## src/rtl/aes_block_sequencer.sv

```systemverilog
`timescale 1ns/1ps
// aes_block_sequencer
// Control sequencer for the AES HWPE. Walks a byte buffer block by block:
// optional key expansion, word-wise fetch through the source streamer, core
// start, word-wise store through the sink streamer. The final block may be
// partial; a zero-length job finishes immediately with an error pulse.
//
// Ports:
//   clk, reset_n (async, active-low), clear_i (sync abort to IDLE)
//   start_i, key_reuse_i, in_base_i, out_base_i, byte_len_i  : job setup
//   src_req_o/src_addr_o/src_done_i                          : source streamer
//   sink_req_o/sink_addr_o/sink_done_i, data_out_valid_o     : sink streamer
//   word_idx_o                                               : word within block
//   core_init_key_o, core_start_o, core_ready_i              : AES core
//   engine_clear_o                                           : engine buffer clear
//   busy_o, done_o, err_o, blocks_done_o                     : status
module aes_block_sequencer #(
   parameter int ADDR_W          = 32,
   parameter int LEN_W           = 32,
   parameter int WORDS_PER_BLOCK = 4,
   parameter int WORD_BYTES      = 4
) (
   input  logic                               clk,
   input  logic                               reset_n,
   input  logic                               clear_i,
   input  logic                               start_i,
   input  logic                               key_reuse_i,
   input  logic [ADDR_W-1:0]                  in_base_i,
   input  logic [ADDR_W-1:0]                  out_base_i,
   input  logic [LEN_W-1:0]                   byte_len_i,
   output logic                               src_req_o,
   output logic [ADDR_W-1:0]                  src_addr_o,
   input  logic                               src_done_i,
   output logic                               sink_req_o,
   output logic [ADDR_W-1:0]                  sink_addr_o,
   input  logic                               sink_done_i,
   output logic [$clog2(WORDS_PER_BLOCK):0]   word_idx_o,
   output logic                               core_init_key_o,
   output logic                               core_start_o,
   input  logic                               core_ready_i,
   output logic                               data_out_valid_o,
   output logic                               engine_clear_o,
   output logic                               busy_o,
   output logic                               done_o,
   output logic                               err_o,
   output logic [LEN_W-1:0]                   blocks_done_o
);

   localparam int IW    = $clog2(WORDS_PER_BLOCK) + 1;
   localparam int BB    = WORDS_PER_BLOCK * WORD_BYTES;
   localparam int BB_SH = $clog2(BB);
   localparam int WB_SH = $clog2(WORD_BYTES);

   typedef enum logic [3:0] {
      IDLE, KEY_INIT, KEY_WAIT, FETCH_REQ, FETCH_WAIT, CORE_START,
      CORE_WAIT, STORE_REQ, STORE_WAIT, BLOCK_DONE, FINISH
   } state_t;

   state_t            state_reg, state_next;
   logic [IW-1:0]     idx_reg, idx_next;
   logic [LEN_W-1:0]  blocks_reg, blocks_next;
   logic [LEN_W-1:0]  rem_reg, rem_next;
   logic [ADDR_W-1:0] in_base_reg, in_base_next;
   logic [ADDR_W-1:0] out_base_reg, out_base_next;
   logic              zero_len_reg, zero_len_next;
   logic              guard_reg, guard_next;
   logic              done_next, err_next;

   // Words in the current block; remaining only changes between blocks,
   // so this is stable for the whole block.
   logic [LEN_W-1:0]  rem_ceil;
   logic [IW-1:0]     nw;
   assign rem_ceil = (rem_reg + LEN_W'(WORD_BYTES - 1)) >> WB_SH;
   assign nw       = (rem_reg >= LEN_W'(BB)) ? IW'(WORDS_PER_BLOCK) : IW'(rem_ceil);

   logic [ADDR_W-1:0] offset_next;
   assign offset_next = (ADDR_W'(blocks_next) << BB_SH) + (ADDR_W'(idx_next) << WB_SH);

   always_comb begin
      state_next    = state_reg;
      idx_next      = idx_reg;
      blocks_next   = blocks_reg;
      rem_next      = rem_reg;
      in_base_next  = in_base_reg;
      out_base_next = out_base_reg;
      zero_len_next = zero_len_reg;
      guard_next    = 1'b0;
      done_next     = 1'b0;
      err_next      = 1'b0;
      if (clear_i) begin
         state_next    = IDLE;
         idx_next      = '0;
         blocks_next   = '0;
         rem_next      = '0;
         zero_len_next = 1'b0;
      end else begin
         case (state_reg)
            IDLE: if (start_i) begin
               in_base_next  = in_base_i;
               out_base_next = out_base_i;
               rem_next      = byte_len_i;
               blocks_next   = '0;
               idx_next      = '0;
               zero_len_next = (byte_len_i == '0);
               if (byte_len_i == '0)  state_next = FINISH;
               else if (key_reuse_i)  state_next = FETCH_REQ;
               else                   state_next = KEY_INIT;
            end
            KEY_INIT: begin
               state_next = KEY_WAIT;
               guard_next = 1'b1;
            end
            // First wait cycle ignores core_ready_i: the core may not yet
            // have dropped ready in response to the pulse.
            KEY_WAIT: if (!guard_reg && core_ready_i) state_next = FETCH_REQ;
            FETCH_REQ, FETCH_WAIT: begin
               if (src_done_i) begin
                  if (idx_reg + IW'(1) == nw) begin
                     idx_next   = '0;
                     state_next = CORE_START;
                  end else begin
                     idx_next   = idx_reg + IW'(1);
                     state_next = FETCH_REQ;
                  end
               end else begin
                  state_next = FETCH_WAIT;
               end
            end
            CORE_START: begin
               state_next = CORE_WAIT;
               guard_next = 1'b1;
            end
            CORE_WAIT: if (!guard_reg && core_ready_i) state_next = STORE_REQ;
            STORE_REQ, STORE_WAIT: begin
               if (sink_done_i) begin
                  if (idx_reg + IW'(1) == nw) begin
                     idx_next   = '0;
                     state_next = BLOCK_DONE;
                  end else begin
                     idx_next   = idx_reg + IW'(1);
                     state_next = STORE_REQ;
                  end
               end else begin
                  state_next = STORE_WAIT;
               end
            end
            BLOCK_DONE: begin
               blocks_next = blocks_reg + LEN_W'(1);
               rem_next    = (rem_reg >= LEN_W'(BB)) ? rem_reg - LEN_W'(BB) : '0;
               idx_next    = '0;
               state_next  = (rem_next == '0) ? FINISH : FETCH_REQ;
            end
            FINISH: begin
               done_next  = 1'b1;
               err_next   = zero_len_reg;
               state_next = IDLE;
            end
            default: state_next = IDLE;
         endcase
      end
   end

   // Outputs are registered from the next state so they line up with the
   // state they belong to.
   always_ff @(posedge clk or negedge reset_n) begin
      if (!reset_n) begin
         state_reg        <= IDLE;
         idx_reg          <= '0;
         blocks_reg       <= '0;
         rem_reg          <= '0;
         in_base_reg      <= '0;
         out_base_reg     <= '0;
         zero_len_reg     <= 1'b0;
         guard_reg        <= 1'b0;
         src_req_o        <= 1'b0;
         src_addr_o       <= '0;
         sink_req_o       <= 1'b0;
         sink_addr_o      <= '0;
         data_out_valid_o <= 1'b0;
         core_init_key_o  <= 1'b0;
         core_start_o     <= 1'b0;
         engine_clear_o   <= 1'b1;
         busy_o           <= 1'b0;
         done_o           <= 1'b0;
         err_o            <= 1'b0;
      end else begin
         state_reg        <= state_next;
         idx_reg          <= idx_next;
         blocks_reg       <= blocks_next;
         rem_reg          <= rem_next;
         in_base_reg      <= in_base_next;
         out_base_reg     <= out_base_next;
         zero_len_reg     <= zero_len_next;
         guard_reg        <= guard_next;
         src_req_o        <= (state_next == FETCH_REQ) || (state_next == FETCH_WAIT);
         src_addr_o       <= ((state_next == FETCH_REQ) || (state_next == FETCH_WAIT))
                             ? in_base_next + offset_next : '0;
         sink_req_o       <= (state_next == STORE_REQ) || (state_next == STORE_WAIT);
         data_out_valid_o <= (state_next == STORE_REQ) || (state_next == STORE_WAIT);
         sink_addr_o      <= ((state_next == STORE_REQ) || (state_next == STORE_WAIT))
                             ? out_base_next + offset_next : '0;
         core_init_key_o  <= (state_next == KEY_INIT);
         core_start_o     <= (state_next == CORE_START);
         engine_clear_o   <= (state_next == IDLE) || (state_next == BLOCK_DONE);
         busy_o           <= (state_next != IDLE);
         done_o           <= done_next;
         err_o            <= err_next;
      end
   end

   assign word_idx_o    = idx_reg;
   assign blocks_done_o = blocks_reg;

endmodule

```

## config.mk

```make
export PLATFORM = sky130hd
export DESIGN_NAME = aes_block_sequencer
export DESIGN_NICKNAME = d
export VERILOG_FILES = /design/src/rtl/aes_block_sequencer.sv
export SDC_FILE = /design/constraint.sdc
export NUM_CORES = 1
export LEC_CHECK = 0
export CORE_ASPECT_RATIO = 0.8
export CORE_MARGIN = 2
export CORE_UTILIZATION = 45
export DETAILED_ROUTE_END_ITERATION = 8
export PLACE_DENSITY = 0.69
export SKIP_LAST_GASP = 1
export SYNTH_ARGS = -nofsm -noshare
export SYNTH_HDL_FRONTEND = slang
export SYNTH_SLANG_ARGS = --single-unit
```

## constraint.sdc

```tcl
create_clock -name clk -period 7.2 [get_ports clk]
set_input_delay 1.44 -clock clk [delete_from_list [all_inputs] [get_ports clk]]
set_output_delay 1.44 -clock clk [all_outputs]
set_load 0.01 [all_outputs]
```

==> impl_metrics.ini <==
[status]
status = complete, no violations

[cells_and_area]
syn2layout_area_growth_pct = 25.1
nNetsFinal = 1761
antenna_cells = 0
drive_gt1_share_pct = 10.8

[power]
power_density_nw_per_um2 = 231
leakage_nw = 7.17
clkPwrFrac_pct = 32.5
p_sw_mw = 1.22
p_total_mw = 3.79
p_int_mw = 2.57
ir_drop_mv = 0.213
p_comb_share_pct = 29.9
switching_share_pct = 32.3
pwr-share-seq_pct = 37.6

[yosys]
syn-cell-area_um2 = 13100
synth-adder-area-share_pct = 6.31
ys_ff_latch = 209
synth_cell_types = 94
synthSimpleGateAreaFrac_pct = 20.2
synth_compound_area_share_pct = 17.7
muxShareOfSynthArea_pct = 6.17
synth_seq_area_share_pct = 39.8
yosysWarnings = 0
syn_inst = 1389
synth-main-ff-cell = dfrtp_1
synth_xor_area_share_pct = 6.35
async_reset_ff_share_pct = 100
syn-num-nets = 1558
synth-edff-count = 0
synth.avg_cell_area_um2 = 9.45
synth_top_family_by_area = simple AND/OR/NAND/NOR gates

[worst_setup_path]
cp-start-kind = flip-flop
cp_num_buf_inv = 3
cp.arrival_ns = 6.97
cp_top_family = simple AND/OR/NAND/NOR gates
crit_path_start = rem_reg[4]
critPathKind = reg2reg
critPathCaptureType = flip-flop
critical_path_required_ns = 7.58
crit_fanout = 14
r2r-start = rem_reg[4]
cp_slowest_stage_delay_ns = 0.55
crit_slowest_cell = dfrtp_1

[cts]
cts_hold_buf = 0
clk_pin_slew_worst_paths_ns = 0.06
clock_latency_ns = 0.52
cts.sinks = 209
htreeDepth = 1
cts_buffers = 24
cts_root_buffer = clkbuf_16
clock_path_buffers = 3
cts_tree = built

[sta]
final_max_slew_viol_count = 0
finClkSkew_ns = 0.0107
hold_viol = 0
rsz0062_at_grt = false
period_share_pct = 91.5
tightest_slew_ns = 1.14
setup_tns_ns = 0
fmax_mhz = 152
setup_viol = 0
fin_crit_ns = 6.58
worst_slack_ns = 0.615
relSlewSlack_pct = 23.2

[die]
initial_core_util_pct = 46.1
coreArea_um2 = 28500
dieHeight_um = 157
rows = 55
io_pins = 212
dieArea_um2 = 30600
die_w_um = 195

[place]
hpwl_um = 30800
port_buffers = 211
gp_congestion = 0.958
place_ws_ns = 0.308

[global_route]
antenna_found_initial = 0
grt_pass1_vias = 11500
globalRouteOverflowTotal = 0
grt_usage_pct = 26.9
grt_max_degree = 118
grt_first_pass_wirelength_um = 64800

[detailed_routing]
vias = 11600
drc = 0
drt_pass1_iterations = 7
finalWirelength_um = 40900
viasPerCell = 5.89
drtIter0Drc = 936
wl_per_cell_um = 20.7
ant_nets = 0

[hold_path]
holdCritStartpoint = in_base_reg[0]
min_path_type = reg2reg

[job]
max_cap_viol_count = 0
-- metal layers --
layer	routed length, um	track usage, %
met5	0	0
met4	690	5.34
met3	2940	5.06
met2	17600	40.6
met1	19600	40.1
-- layout by cell type, fill, tap and decap left out, types with 7 or more instances in the layout --
cell | synthesis | layout
clkdlybuf4s50_1 | 0 | 210
dfrtp_1 | 208 | 208
nor2_1 | 137 | 136
nand2_1 | 97 | 97
a21oi_1 | 88 | 88
o21ai_0 | 70 | 70
mux2_2 | 64 | 64
ha_1 | 63 | 63
xnor2_1 | 48 | 48
nor3_1 | 43 | 43
xor2_1 | 42 | 42
inv_1 | 35 | 35
nand3_1 | 34 | 34
nor4_1 | 27 | 27
nand4_1 | 27 | 27
buf_4 | 6 | 26
a31oi_1 | 25 | 25
a21o_1 | 25 | 25
clkbuf_16 | 0 | 25
nor2b_1 | 21 | 21
and3_1 | 16 | 16
and2_1 | 14 | 14
or3_1 | 12 | 12
a22oi_1 | 12 | 12
o21bai_1 | 11 | 11
nand2b_1 | 10 | 10
and4_1 | 9 | 9
mux2i_1 | 9 | 9
or2_2 | 9 | 9
a211oi_1 | 9 | 9
o21a_1 | 9 | 9
or4_1 | 7 | 7
o211ai_1 | 7 | 7
-- logic make-up after synthesis --
group | after synthesis
compound gates | 348
xor+xnor | 92
fa+ha+maj | 65
buf+inv | 97
flops | 209
mux | 73
simple gates | 505
-- stage by stage --
step                      hold WS (ns)  cells  cell area [um2]  util (%)
after floorplan                  0.453   1389            13100         -
after global placement           0.476   1936            15600      54.8
after detailed placement         0.481   1936            15600      54.8
after CTS                        0.495   1978            16400      57.6
after global routing             0.508   1978            16400      57.7
final                            0.491   1978            16400      57.7
-- power by group through the flow --
stage	sequential [mW]	clock [mW]	combinational (mW)
finish	1.43	1.23	1.13
global route	1.44	1.31	1.24
CTS	1.42	1.26	1.12
detailed placement	1.44	0	1.12
global placement	1.44	0	1.10
floorplan	1.41	0	0.773
-- synthesized netlist by cell type, types with 31 or more instances --
cell type  count  share of area, %
ha_1          63               6.0
dfrtp_1      208                40
inv_1         35               1.0
nand3_1       34               1.3
o21ai_0       70               2.7
xor2_1        42               2.8
nor2_1       137               3.9
nor3_1        43               1.6
a21oi_1       88               3.4
mux2_2        64               5.5
clkbuf_1      31              0.89
nand2_1       97               2.8
xnor2_1       48               3.2
-- layout make-up --
cell class | instances | area [um2]
Multi-Input combinational cell | 1083 | 7470
Tap cell | 370 | 463
Fill cell | 2529 | 12100
Sequential cell | 209 | 5230
Clock buffer | 29 | 661
Timing Repair Buffer | 238 | 2330
Clock inverter | 13 | 135
Inverter | 36 | 135
-- final timing paths --
path                                         to  slack [ns]  cells past startpoint
worst max-delay path             src_addr_o[29]        0.62                     26
worst min-delay path             in_base_reg[0]        0.49                      1
worst max register to register   src_addr_o[29]        0.62                     26
worst min register to register   in_base_reg[0]        0.49                      1
max in group asynchronous       sink_addr_o[15]        4.98                      2
min in group asynchronous           rem_reg[17]        0.99                      1
-- timing repair --
| action | CTS | global route |
|---|---|---|
| gates resized for setup | 0 | 1 |
| setup buffers | 0 | 0 |
| setup endpoints to repair | 0 | 5 |
No activity file was read; power rests on OpenSTA's default activity.
